$ cat config.mk
export PLATFORM = sky130hd
export DESIGN_NAME = gray_conv_pipe_flat
export DESIGN_NICKNAME = d
export VERILOG_FILES = /design/src/rtl/gray_conv_pipe_if.sv /design/src/rtl/gray_conv_pipe.sv /design/src/flat_wrapper.sv
export SDC_FILE = /design/constraint.sdc
export NUM_CORES = 1
export LEC_CHECK = 0
export BUFFER_PORTS_ARGS = -buffer_cell sky130_fd_sc_hd__buf_2
export CAP_MARGIN = 20
export CORE_UTILIZATION = 38
export DETAILED_ROUTE_END_ITERATION = 8
export GPL_TIMING_DRIVEN = 0
export SETUP_SLACK_MARGIN = 0.02
export SLEW_MARGIN = 20
export SYNTH_ARGS = -nofsm -noshare
export SYNTH_HDL_FRONTEND = slang
export SYNTH_SLANG_ARGS = --single-unit
export TNS_END_PERCENT = 10
$ cat constraint.sdc
create_clock -name clk -period 1.8 [get_ports clk]
set_input_delay 0 -clock clk [delete_from_list [all_inputs] [get_ports clk]]
set_output_delay 0 -clock clk [all_outputs]
set_load 0.05 [all_outputs]
$ cat src/rtl/gray_conv_pipe_if.sv
// -----------------------------------------------------------------------------
// gray_conv_pipe_if
//
// Purpose:
//   Bundles the two valid/ready streams of gray_conv_pipe: the input stream
//   (word plus conversion mode) and the output stream (converted word plus
//   error flag).
//
// Signals:
//   in_valid   producer -> pipe   input word present
//   in_ready   pipe -> producer   pipe accepts input this cycle
//   in_data    producer -> pipe   WIDTH-bit word to convert
//   in_mode    producer -> pipe   00 bin->Gray, 01 Gray->bin, 10 BCD->Gray,
//                                 11 reserved
//   out_valid  pipe -> consumer   result present
//   out_ready  consumer -> pipe   consumer accepts result
//   out_data   pipe -> consumer   converted word
//   out_err    pipe -> consumer   result flagged invalid
//
// Modports:
//   master  the producer/consumer side that surrounds the pipe
//   slave   the pipe itself
// -----------------------------------------------------------------------------
interface gray_conv_pipe_if #(
  parameter int WIDTH = 8
);

  logic             in_valid;
  logic             in_ready;
  logic [WIDTH-1:0] in_data;
  logic [1:0]       in_mode;

  logic             out_valid;
  logic             out_ready;
  logic [WIDTH-1:0] out_data;
  logic             out_err;

  modport master (
    output in_valid,
    output in_data,
    output in_mode,
    output out_ready,
    input  in_ready,
    input  out_valid,
    input  out_data,
    input  out_err
  );

  modport slave (
    input  in_valid,
    input  in_data,
    input  in_mode,
    input  out_ready,
    output in_ready,
    output out_valid,
    output out_data,
    output out_err
  );

endinterface

$ cat src/rtl/gray_conv_pipe.sv
// -----------------------------------------------------------------------------
// gray_conv_pipe
//
// Purpose:
//   Two-stage pipelined code converter with valid/ready handshakes on both
//   sides. Each word carries its own mode:
//     00  binary -> Gray         err = 0
//     01  Gray   -> binary       err = 0
//     10  packed BCD -> Gray     err = 1 if any nibble > 9 (data still produced)
//     11  reserved, passthrough  err = 1
//   Stage 1 captures the raw word and mode, stage 2 captures the converted
//   word and error flag. With out_ready held high the pipe moves one word per
//   cycle; under backpressure it holds up to two words.
//
// Parameters:
//   WIDTH  data width in bits, a multiple of 4 and at least 4. BCD mode treats
//          the word as WIDTH/4 digits.
//
// Ports:
//   clk         rising-edge clock
//   rst_n       asynchronous active-low reset, clears both stages and outputs
//   bus         gray_conv_pipe_if.slave, input and output streams
//   conv_count  (GCP_STATS_EN only) saturating count of output transfers
//   err_count   (GCP_STATS_EN only) saturating count of output transfers with
//               out_err = 1
//
// Configuration macro:
//   GCP_STATS_EN  when defined, adds the conv_count/err_count ports and their
//                 counters. Conversion behaviour is identical either way.
// -----------------------------------------------------------------------------
module gray_conv_pipe #(
  parameter int WIDTH = 8
) (
  input  logic            clk,
  input  logic            rst_n,
  gray_conv_pipe_if.slave bus
`ifdef GCP_STATS_EN
  ,
  output logic [15:0]     conv_count,
  output logic [15:0]     err_count
`endif
);

  localparam int DIGITS = WIDTH / 4;

  typedef enum logic [1:0] {
    MODE_B2G   = 2'b00,
    MODE_G2B   = 2'b01,
    MODE_BCD2G = 2'b10,
    MODE_RSVD  = 2'b11
  } mode_e;

  // ---------------------------------------------------------------------------
  // Conversion helpers
  // ---------------------------------------------------------------------------

  function automatic logic [WIDTH-1:0] bin2gray(input logic [WIDTH-1:0] b);
    return b ^ (b >> 1);
  endfunction

  // Each binary bit is the XOR of the Gray bit at that position and every
  // bit above it, i.e. the parity of the word shifted down to that position.
  // Written as independent reductions so there is no bit-to-bit chain
  // through a single variable.
  function automatic logic [WIDTH-1:0] gray2bin(input logic [WIDTH-1:0] g);
    logic [WIDTH-1:0] b;
    b = '0;
    for (int i = 0; i < WIDTH; i++) begin
      b[i] = ^(g >> i);
    end
    return b;
  endfunction

  // A packed-BCD word is invalid if any of its nibbles holds A..F.
  function automatic logic bcd_invalid(input logic [WIDTH-1:0] x);
    logic bad;
    bad = 1'b0;
    for (int d = 0; d < DIGITS; d++) begin
      if (x[4*d +: 4] > 4'd9) begin
        bad = 1'b1;
      end
    end
    return bad;
  endfunction

  // ---------------------------------------------------------------------------
  // Pipeline state
  // ---------------------------------------------------------------------------

  logic             s1_valid_q, s1_valid_d;
  logic [WIDTH-1:0] s1_data_q,  s1_data_d;
  mode_e            s1_mode_q,  s1_mode_d;

  logic             s2_valid_q, s2_valid_d;
  logic [WIDTH-1:0] s2_data_q,  s2_data_d;
  logic             s2_err_q,   s2_err_d;

  logic             s1_ready;
  logic             s2_ready;

  logic [WIDTH-1:0] conv_data;
  logic             conv_err;

  // A stage can take a new word when it is empty or when the stage after it
  // is taking its current word in the same cycle. Chaining the readies this
  // way is what gives one word per cycle with no bubble when out_ready is high.
  assign s2_ready     = !s2_valid_q || bus.out_ready;
  assign s1_ready     = !s1_valid_q || s2_ready;
  assign bus.in_ready = s1_ready;

  assign bus.out_valid = s2_valid_q;
  assign bus.out_data  = s2_data_q;
  assign bus.out_err   = s2_err_q;

  // ---------------------------------------------------------------------------
  // Converter between the stages. It works on whatever stage 1 holds; the
  // result only matters in the cycle stage 2 actually loads it.
  // ---------------------------------------------------------------------------
  always_comb begin
    conv_data = s1_data_q;
    conv_err  = 1'b0;
    case (s1_mode_q)
      MODE_B2G: begin
        conv_data = bin2gray(s1_data_q);
        conv_err  = 1'b0;
      end
      MODE_G2B: begin
        conv_data = gray2bin(s1_data_q);
        conv_err  = 1'b0;
      end
      MODE_BCD2G: begin
        // The Gray code is taken over the raw packed bits, not the decimal
        // value, so a bad digit still yields a well-defined word.
        conv_data = bin2gray(s1_data_q);
        conv_err  = bcd_invalid(s1_data_q);
      end
      default: begin
        conv_data = s1_data_q;
        conv_err  = 1'b1;
      end
    endcase
  end

  // ---------------------------------------------------------------------------
  // Next-state for both stages. A stage that is not ready holds everything.
  // A ready stage takes the valid bit from upstream every cycle, but only
  // overwrites its payload when a word is really arriving, so input data
  // presented without in_valid never reaches the registers.
  // ---------------------------------------------------------------------------
  always_comb begin
    s1_valid_d = s1_valid_q;
    s1_data_d  = s1_data_q;
    s1_mode_d  = s1_mode_q;
    s2_valid_d = s2_valid_q;
    s2_data_d  = s2_data_q;
    s2_err_d   = s2_err_q;

    if (s1_ready) begin
      s1_valid_d = bus.in_valid;
      if (bus.in_valid) begin
        s1_data_d = bus.in_data;
        s1_mode_d = mode_e'(bus.in_mode);
      end
    end

    if (s2_ready) begin
      s2_valid_d = s1_valid_q;
      if (s1_valid_q) begin
        s2_data_d = conv_data;
        s2_err_d  = conv_err;
      end
    end
  end

  // ---------------------------------------------------------------------------
  // Stage registers. Reset empties the pipe and zeroes the visible output
  // word so nothing stale can be presented after reset is released.
  // ---------------------------------------------------------------------------
  always_ff @(posedge clk or negedge rst_n) begin
    if (!rst_n) begin
      s1_valid_q <= 1'b0;
      s1_data_q  <= '0;
      s1_mode_q  <= MODE_B2G;
      s2_valid_q <= 1'b0;
      s2_data_q  <= '0;
      s2_err_q   <= 1'b0;
    end else begin
      s1_valid_q <= s1_valid_d;
      s1_data_q  <= s1_data_d;
      s1_mode_q  <= s1_mode_d;
      s2_valid_q <= s2_valid_d;
      s2_data_q  <= s2_data_d;
      s2_err_q   <= s2_err_d;
    end
  end

`ifdef GCP_STATS_EN
  // ---------------------------------------------------------------------------
  // Transfer statistics. Both counters stick at all-ones rather than wrapping,
  // so a long run can never read as a small count.
  // ---------------------------------------------------------------------------
  logic        out_fire;
  logic [15:0] conv_count_q, conv_count_d;
  logic [15:0] err_count_q,  err_count_d;

  assign out_fire = s2_valid_q && bus.out_ready;

  always_comb begin
    conv_count_d = conv_count_q;
    err_count_d  = err_count_q;
    if (out_fire) begin
      if (conv_count_q != 16'hFFFF) begin
        conv_count_d = conv_count_q + 16'd1;
      end
      if (s2_err_q && (err_count_q != 16'hFFFF)) begin
        err_count_d = err_count_q + 16'd1;
      end
    end
  end

  always_ff @(posedge clk or negedge rst_n) begin
    if (!rst_n) begin
      conv_count_q <= 16'd0;
      err_count_q  <= 16'd0;
    end else begin
      conv_count_q <= conv_count_d;
      err_count_q  <= err_count_d;
    end
  end

  assign conv_count = conv_count_q;
  assign err_count  = err_count_q;
`endif

endmodule

$ cat src/flat_wrapper.sv
// flat-port wrapper written by rule: the top's interface ports become plain ports
module gray_conv_pipe_flat 
#(
  parameter int WIDTH = 8
)
  (clk, rst_n, bus_in_valid, bus_in_data, bus_in_mode, bus_out_ready, bus_in_ready, bus_out_valid, bus_out_data, bus_out_err);
  gray_conv_pipe_if #(.WIDTH(WIDTH)) bus_i ();
  input  logic clk;
  input  logic rst_n;
  input wire logic [$bits(bus_i.in_valid)-1:0] bus_in_valid;
  input wire logic [$bits(bus_i.in_data)-1:0] bus_in_data;
  input wire logic [$bits(bus_i.in_mode)-1:0] bus_in_mode;
  input wire logic [$bits(bus_i.out_ready)-1:0] bus_out_ready;
  output wire logic [$bits(bus_i.in_ready)-1:0] bus_in_ready;
  output wire logic [$bits(bus_i.out_valid)-1:0] bus_out_valid;
  output wire logic [$bits(bus_i.out_data)-1:0] bus_out_data;
  output wire logic [$bits(bus_i.out_err)-1:0] bus_out_err;
  assign bus_i.in_valid = bus_in_valid;
  assign bus_i.in_data = bus_in_data;
  assign bus_i.in_mode = bus_in_mode;
  assign bus_i.out_ready = bus_out_ready;
  assign bus_in_ready = bus_i.in_ready;
  assign bus_out_valid = bus_i.out_valid;
  assign bus_out_data = bus_i.out_data;
  assign bus_out_err = bus_i.out_err;
  gray_conv_pipe #(.WIDTH(WIDTH)) u_core (.clk(clk), .rst_n(rst_n), .bus(bus_i));
endmodule
# ---- Word level (Yosys, flattened, before mapping)
# Index checks and enable logic that the tools add are counted.
dict set report totals {
  inputBits 14
  register_bits 21
  mem_count 0
  mem_bits_rw 0
  elab_cells 32
  latch_bits 0
  rom_bits 0
  output_inout_bits 11
}
dict set report classes {
  div 0
  bitwise 1
  n_lt_le_gt_ge 2
  add_sub_neg 0
  n_shift 0
  muxes 4
  n_reduce_logical 17
  n_mul 0
  n_eq_ne 2
}
# operator n
set op_table {}
lappend op_table {{$reduce_xor 8->1} 8}
lappend op_table {{$pmux 8 s2} 1}
lappend op_table {{$gt 4x4->1 const B} 2}
lappend op_table {{$xor 8x7->8} 1}
lappend op_table {{$reduce_and 2->1} 2}
lappend op_table {{$reduce_or 2->1} 2}
lappend op_table {{$eq 2x1->1 const B} 1}
lappend op_table {{$eq 2x2->1 const B} 1}
lappend op_table {{$logic_not 1->1} 2}
lappend op_table {{$logic_not 2->1} 1}
lappend op_table {{$logic_or 1x1->1} 2}
lappend op_table {{$mux 1} 2}
lappend op_table {{$pmux 1 s2} 1}

# ---- Logic depth before layout (Yosys ltp)
dict set report logic_depth {
  word_depth 4
  depth_mapped 7
}

# ---- Worst setup path after synthesis
# No wires, ideal clock.
dict set report synth_path {
  path_type {reg-to-reg}
  from {reg u_core.s2_valid_q (netlist: u_core.bus.out_valid)}
  to {reg u_core.s1_data_q[0]}
  slack_ns -0.333
  n_path_buf 0
  setup_time_ns 0.125
  period_less_slack_ns 2.133
  arrival_time_ns 2.009
  stages_incl_launch_ff 4
  cell_sequence {dfrtp_1 > nand3b_1 > nand2_1 > mux2_2}
}
dict set report synth_between {
  elab_chain_len 4
}
# element line_no
set synth_rtl {}
lappend synth_rtl {{start, declared} gray_conv_pipe.sv:94} ;# logic s2_valid_q, s2_valid_d;
lappend synth_rtl {{start signal, assigned} gray_conv_pipe.sv:191} ;# s2_valid_q <= s2_valid_d;
lappend synth_rtl {{$logic_not 1->1} gray_conv_pipe.sv:107} ;# assign s2_ready = !s2_valid_q || bus.out_ready;
lappend synth_rtl {{$logic_or 1x1->1} gray_conv_pipe.sv:107}
lappend synth_rtl {{$logic_or 1x1->1} gray_conv_pipe.sv:108} ;# assign s1_ready = !s1_valid_q || s2_ready;
lappend synth_rtl {{named net bus_in_ready} flat_wrapper.sv:14} ;# output wire logic [$bits(bus_i.in_ready)-1:0] bus_in_ready;
lappend synth_rtl {{$reduce_and 2->1 (no source line)} --}
lappend synth_rtl {{end signal, assigned} gray_conv_pipe.sv:189} ;# s1_data_q <= s1_data_d;
lappend synth_rtl {{end, declared} gray_conv_pipe.sv:91} ;# logic [WIDTH-1:0] s1_data_q, s1_data_d;
# The timed path passes the listed nets, and every way through them passes these cells.
# A chain may end at the register's enable or synchronous reset.

# ---- Final worst setup path
dict set report layout_path {
  from {reg u_core.s1_data_q[6]}
  to {reg u_core.s2_data_q[2] (netlist: u_core.bus.out_data[2])}
}
dict set report layout_between {
  elab_chain_len 2
}
# element line_no
set layout_rtl {}
lappend layout_rtl {{$reduce_xor 8->1} gray_conv_pipe.sv:69} ;# b[i] = ^(g >> i);
lappend layout_rtl {{$pmux 8 s2} gray_conv_pipe.sv:122} ;# case (s1_mode_q)
lappend layout_rtl {{end signal, assigned} gray_conv_pipe.sv:192} ;# s2_data_q <= s2_data_d;
lappend layout_rtl {{end, declared} gray_conv_pipe.sv:95} ;# logic [WIDTH-1:0] s2_data_q, s2_data_d;
# Every way passes these cells.

==> results.cfg <==
[outcome]
outcome = finished, violations left
violations = design-rule violations

[die]
row_count = 19
die_w_um = 57.75
start_util_pct = 41.40
core_um2 = 2853
dieHeight_um = 57.75
die_area_um2 = 3335
io_pins = 25

[global_route]
grt_util_met3_pct = 3.125
top_usage_layer = met2
grt_pass1_wl_um = 4008
grt_max_degree = 22
grt_use_met2_pct = 27.24
grt_overflow = 0
antenna_found_initial = 0
grt.total_usage_pct = 15.80
grt_pass1_vias = 932
use_met1_pct = 18.83

[sta]
clock_skew_ns = 0.007857
setup_slack_ns = 0.09310
max_freq_ghz = 0.5859
maxSlewHeadroom_pct = 65.93
min_period_ns = 1.707
grt_setup_unrepaired = true
hold_ws_ns = 0.1499
hold_viol = 0
drv_slew = 0
setup_viol = 0
setup_tns_ns = 0
period_share_pct = 94.83
worst_pin_slew_ns = 0.5110

[worst_setup_path]
cp_slowest_stage_delay_ns = 0.43
endpoint_kind = register
criticalPathCategory = reg2reg
arrival_ns = 1.97
crit_path_start_kind = register
cp_num_buf_inv = 1
critPathRequiredTime_ns = 2.07
path_cells = inv_1, ha_1, xnor2_2, o21ai_0, a221oi_2, a21o_1
cp_max_fo = 5
slowest_stage = dfrtp_2
crit_family = compound AO/OA/AOI/OAI gates

[place]
place_congestion = 0.7614
dp.cells = 167
place_worst_setup_slack_ns = -0.05693
dp.final_hpwl_um = 1711
io_buffer_count = 24
place_area_um2 = 1349

[clock_tree]
root_buffer = clkbuf_4
clockBufferDepth = 2
clock_sinks = 21
cts_buffers = 3
cts.clk_slew.worst_paths_ns = 0.12
cts_tree = yes
clock_latency_ns = 0.31
h-tree-depth = 1

[layout]
drive_gt1_share_pct = 33.12
antenna_cells = 0
regArea_um2 = 529.3
n_fill_cell = 260
final_cells = 188
final_nets = 180
finalInstanceArea_um2 = 1560
multi_input_area_um2 = 635.6
area_delta_synth_final_pct = 32.10
utilization_pct = 54.69

[synth]
syn-num-nets = 134
syn_inst = 112
syn_area_per_cell_um2 = 10.55
synth-seq-area-share_pct = 44.49
netlist_area_um2 = 1181
synth-seq-cells = 21
yosysWarningCount = 0
synth_cell_types = 28

[route]
antenna_left = 0
first_pass_iters = 8
num_vias = 969
drt-total-wl_um = 2381
wire_per_inst_um = 12.66
remaining_drc_errors = 1
via_per_inst = 5.154
drt_iter0_drc = 11

[power_and_ir_drop]
finalPower_mw = 1.814
vdd.ir_drop.worst_mv = 0.4587
powerDensity_nw_per_um2 = 1163
power.leakage_nw = 0.7552

[hold_path]
hold_class = in2async

[job]
drv_cap = 0
-- kinds of logic after synthesis --
kind of cell    Yosys count  synth area share [%]
xor+xnor                  8                 7.203
flops                    21                 44.49
mux                      15                 13.88
simple gates             22                 8.898
fa+ha+maj                 8                 8.475
buf+inv                  13                 4.132
compound gates           25                 12.92
-- final timing paths --
check,endpoint,slack [ns],cells past startpoint,startpoint
worst max register to register,u_core.bus.out_data[2],0.09,6,u_core.s1_data_q[6]
worst max-delay path,u_core.bus.out_data[2],0.09,6,u_core.s1_data_q[6]
worst min-delay path,u_core.s1_data_q[2],0.15,2,rst_n
worst min register to register,u_core.bus.out_data[5],0.49,2,u_core.bus.out_data[5]
max in group asynchronous,u_core.s1_data_q[7],1.30,2,rst_n
min in group clk,u_core.s1_data_q[1],0.44,3,bus_in_data[1]
-- power by group --
part / leakage [nW] / switching (mW) / internal [mW]
clock network: 0.0177 / 0.150 / 0.0831
logic: 0.492 / 0.574 / 0.359
registers: 0.245 / 0.0706 / 0.579
total: 0.755 / 0.794 / 1.02
-- flip-flops by register name, indices dropped and copies added, names as in the netlist --
name,cells
u_core.bus.out_err,1
u_core.s1_valid_q,1
u_core.s1_data_q,8
u_core.bus.out_valid,1
u_core.s1_mode_q,2
u_core.bus.out_data,8
-- timing repair --
action,CTS,global route
hold buffers,13,0
pin swaps,0,2
endpoints found under the hold margin,33,0
gates resized for setup,2,3
setup buffers,1,3
endpoints found under the setup margin,3,3
-- placed cells by master, fill, tap and decap left out, types with 2 or more instances in the layout --
cell type      netlist  layout
a21oi_1              5       5
buf_2                0      24
buf_4                0       4
clkbuf_1             3       3
clkbuf_4             0       3
dfrtp_1             21      18
dfrtp_2              0       3
dlygate4sd3_1        0      13
ha_1                 8       8
inv_1               10      10
mux2_2              11      11
mux2i_1              4       4
nand2_1             11      10
nand2b_1             3       3
nand3b_1             2       2
nor2_1               2       2
o21ai_0             11      11
xnor2_1              6       4
xnor2_2              0       2
-- Yosys cell counts, drive strengths merged --
| library cell | instances | area, um2 |
|---|---|---|
| a22oi | 1 | 7.510 |
| o22ai | 1 | 6.260 |
| nand3 | 1 | 5.000 |
| a31oi | 1 | 6.260 |
| nor3 | 1 | 5.000 |
| a21oi | 5 | 25.02 |
| o31ai | 2 | 20.02 |
| or3 | 1 | 6.260 |
| inv | 10 | 37.54 |
| nand2 | 11 | 41.29 |
| xor2 | 1 | 8.760 |
| o2bb2ai | 1 | 8.760 |
| dfrtp | 21 | 525.5 |
| clkbuf | 3 | 11.26 |
| nor2b | 1 | 6.260 |
| a21o | 1 | 7.510 |
| ha | 8 | 100.1 |
| nor2 | 2 | 7.510 |
| o21ai | 11 | 55.05 |
| nand3b | 2 | 15.01 |
| xnor3 | 1 | 23.77 |
| nand2b | 3 | 18.77 |
| a221oi | 1 | 8.760 |
| o21a | 1 | 7.510 |
| xnor2 | 6 | 52.55 |
| mux2 | 11 | 123.9 |
| mux2i | 4 | 40.04 |
-- layer usage --
layer / vias up / part of all wire (%)
met2: 20 / 51
li1: 473 / -
met4: 0 / 1.1
met5: - / 0
met3: 4 / 3.4
met1: 472 / 44
-- area by class of cell --
cell class	count	area share (%)
well taps	31	2.486
clock buffers	3	1.443
repair buffers	41	17.96
plain buffers	3	0.7217
multi-input cells	78	40.74
flip-flops and latches	21	33.92
inverters	10	2.406
clock inverters	1	0.3208
(Power assumes the default switching activity.)
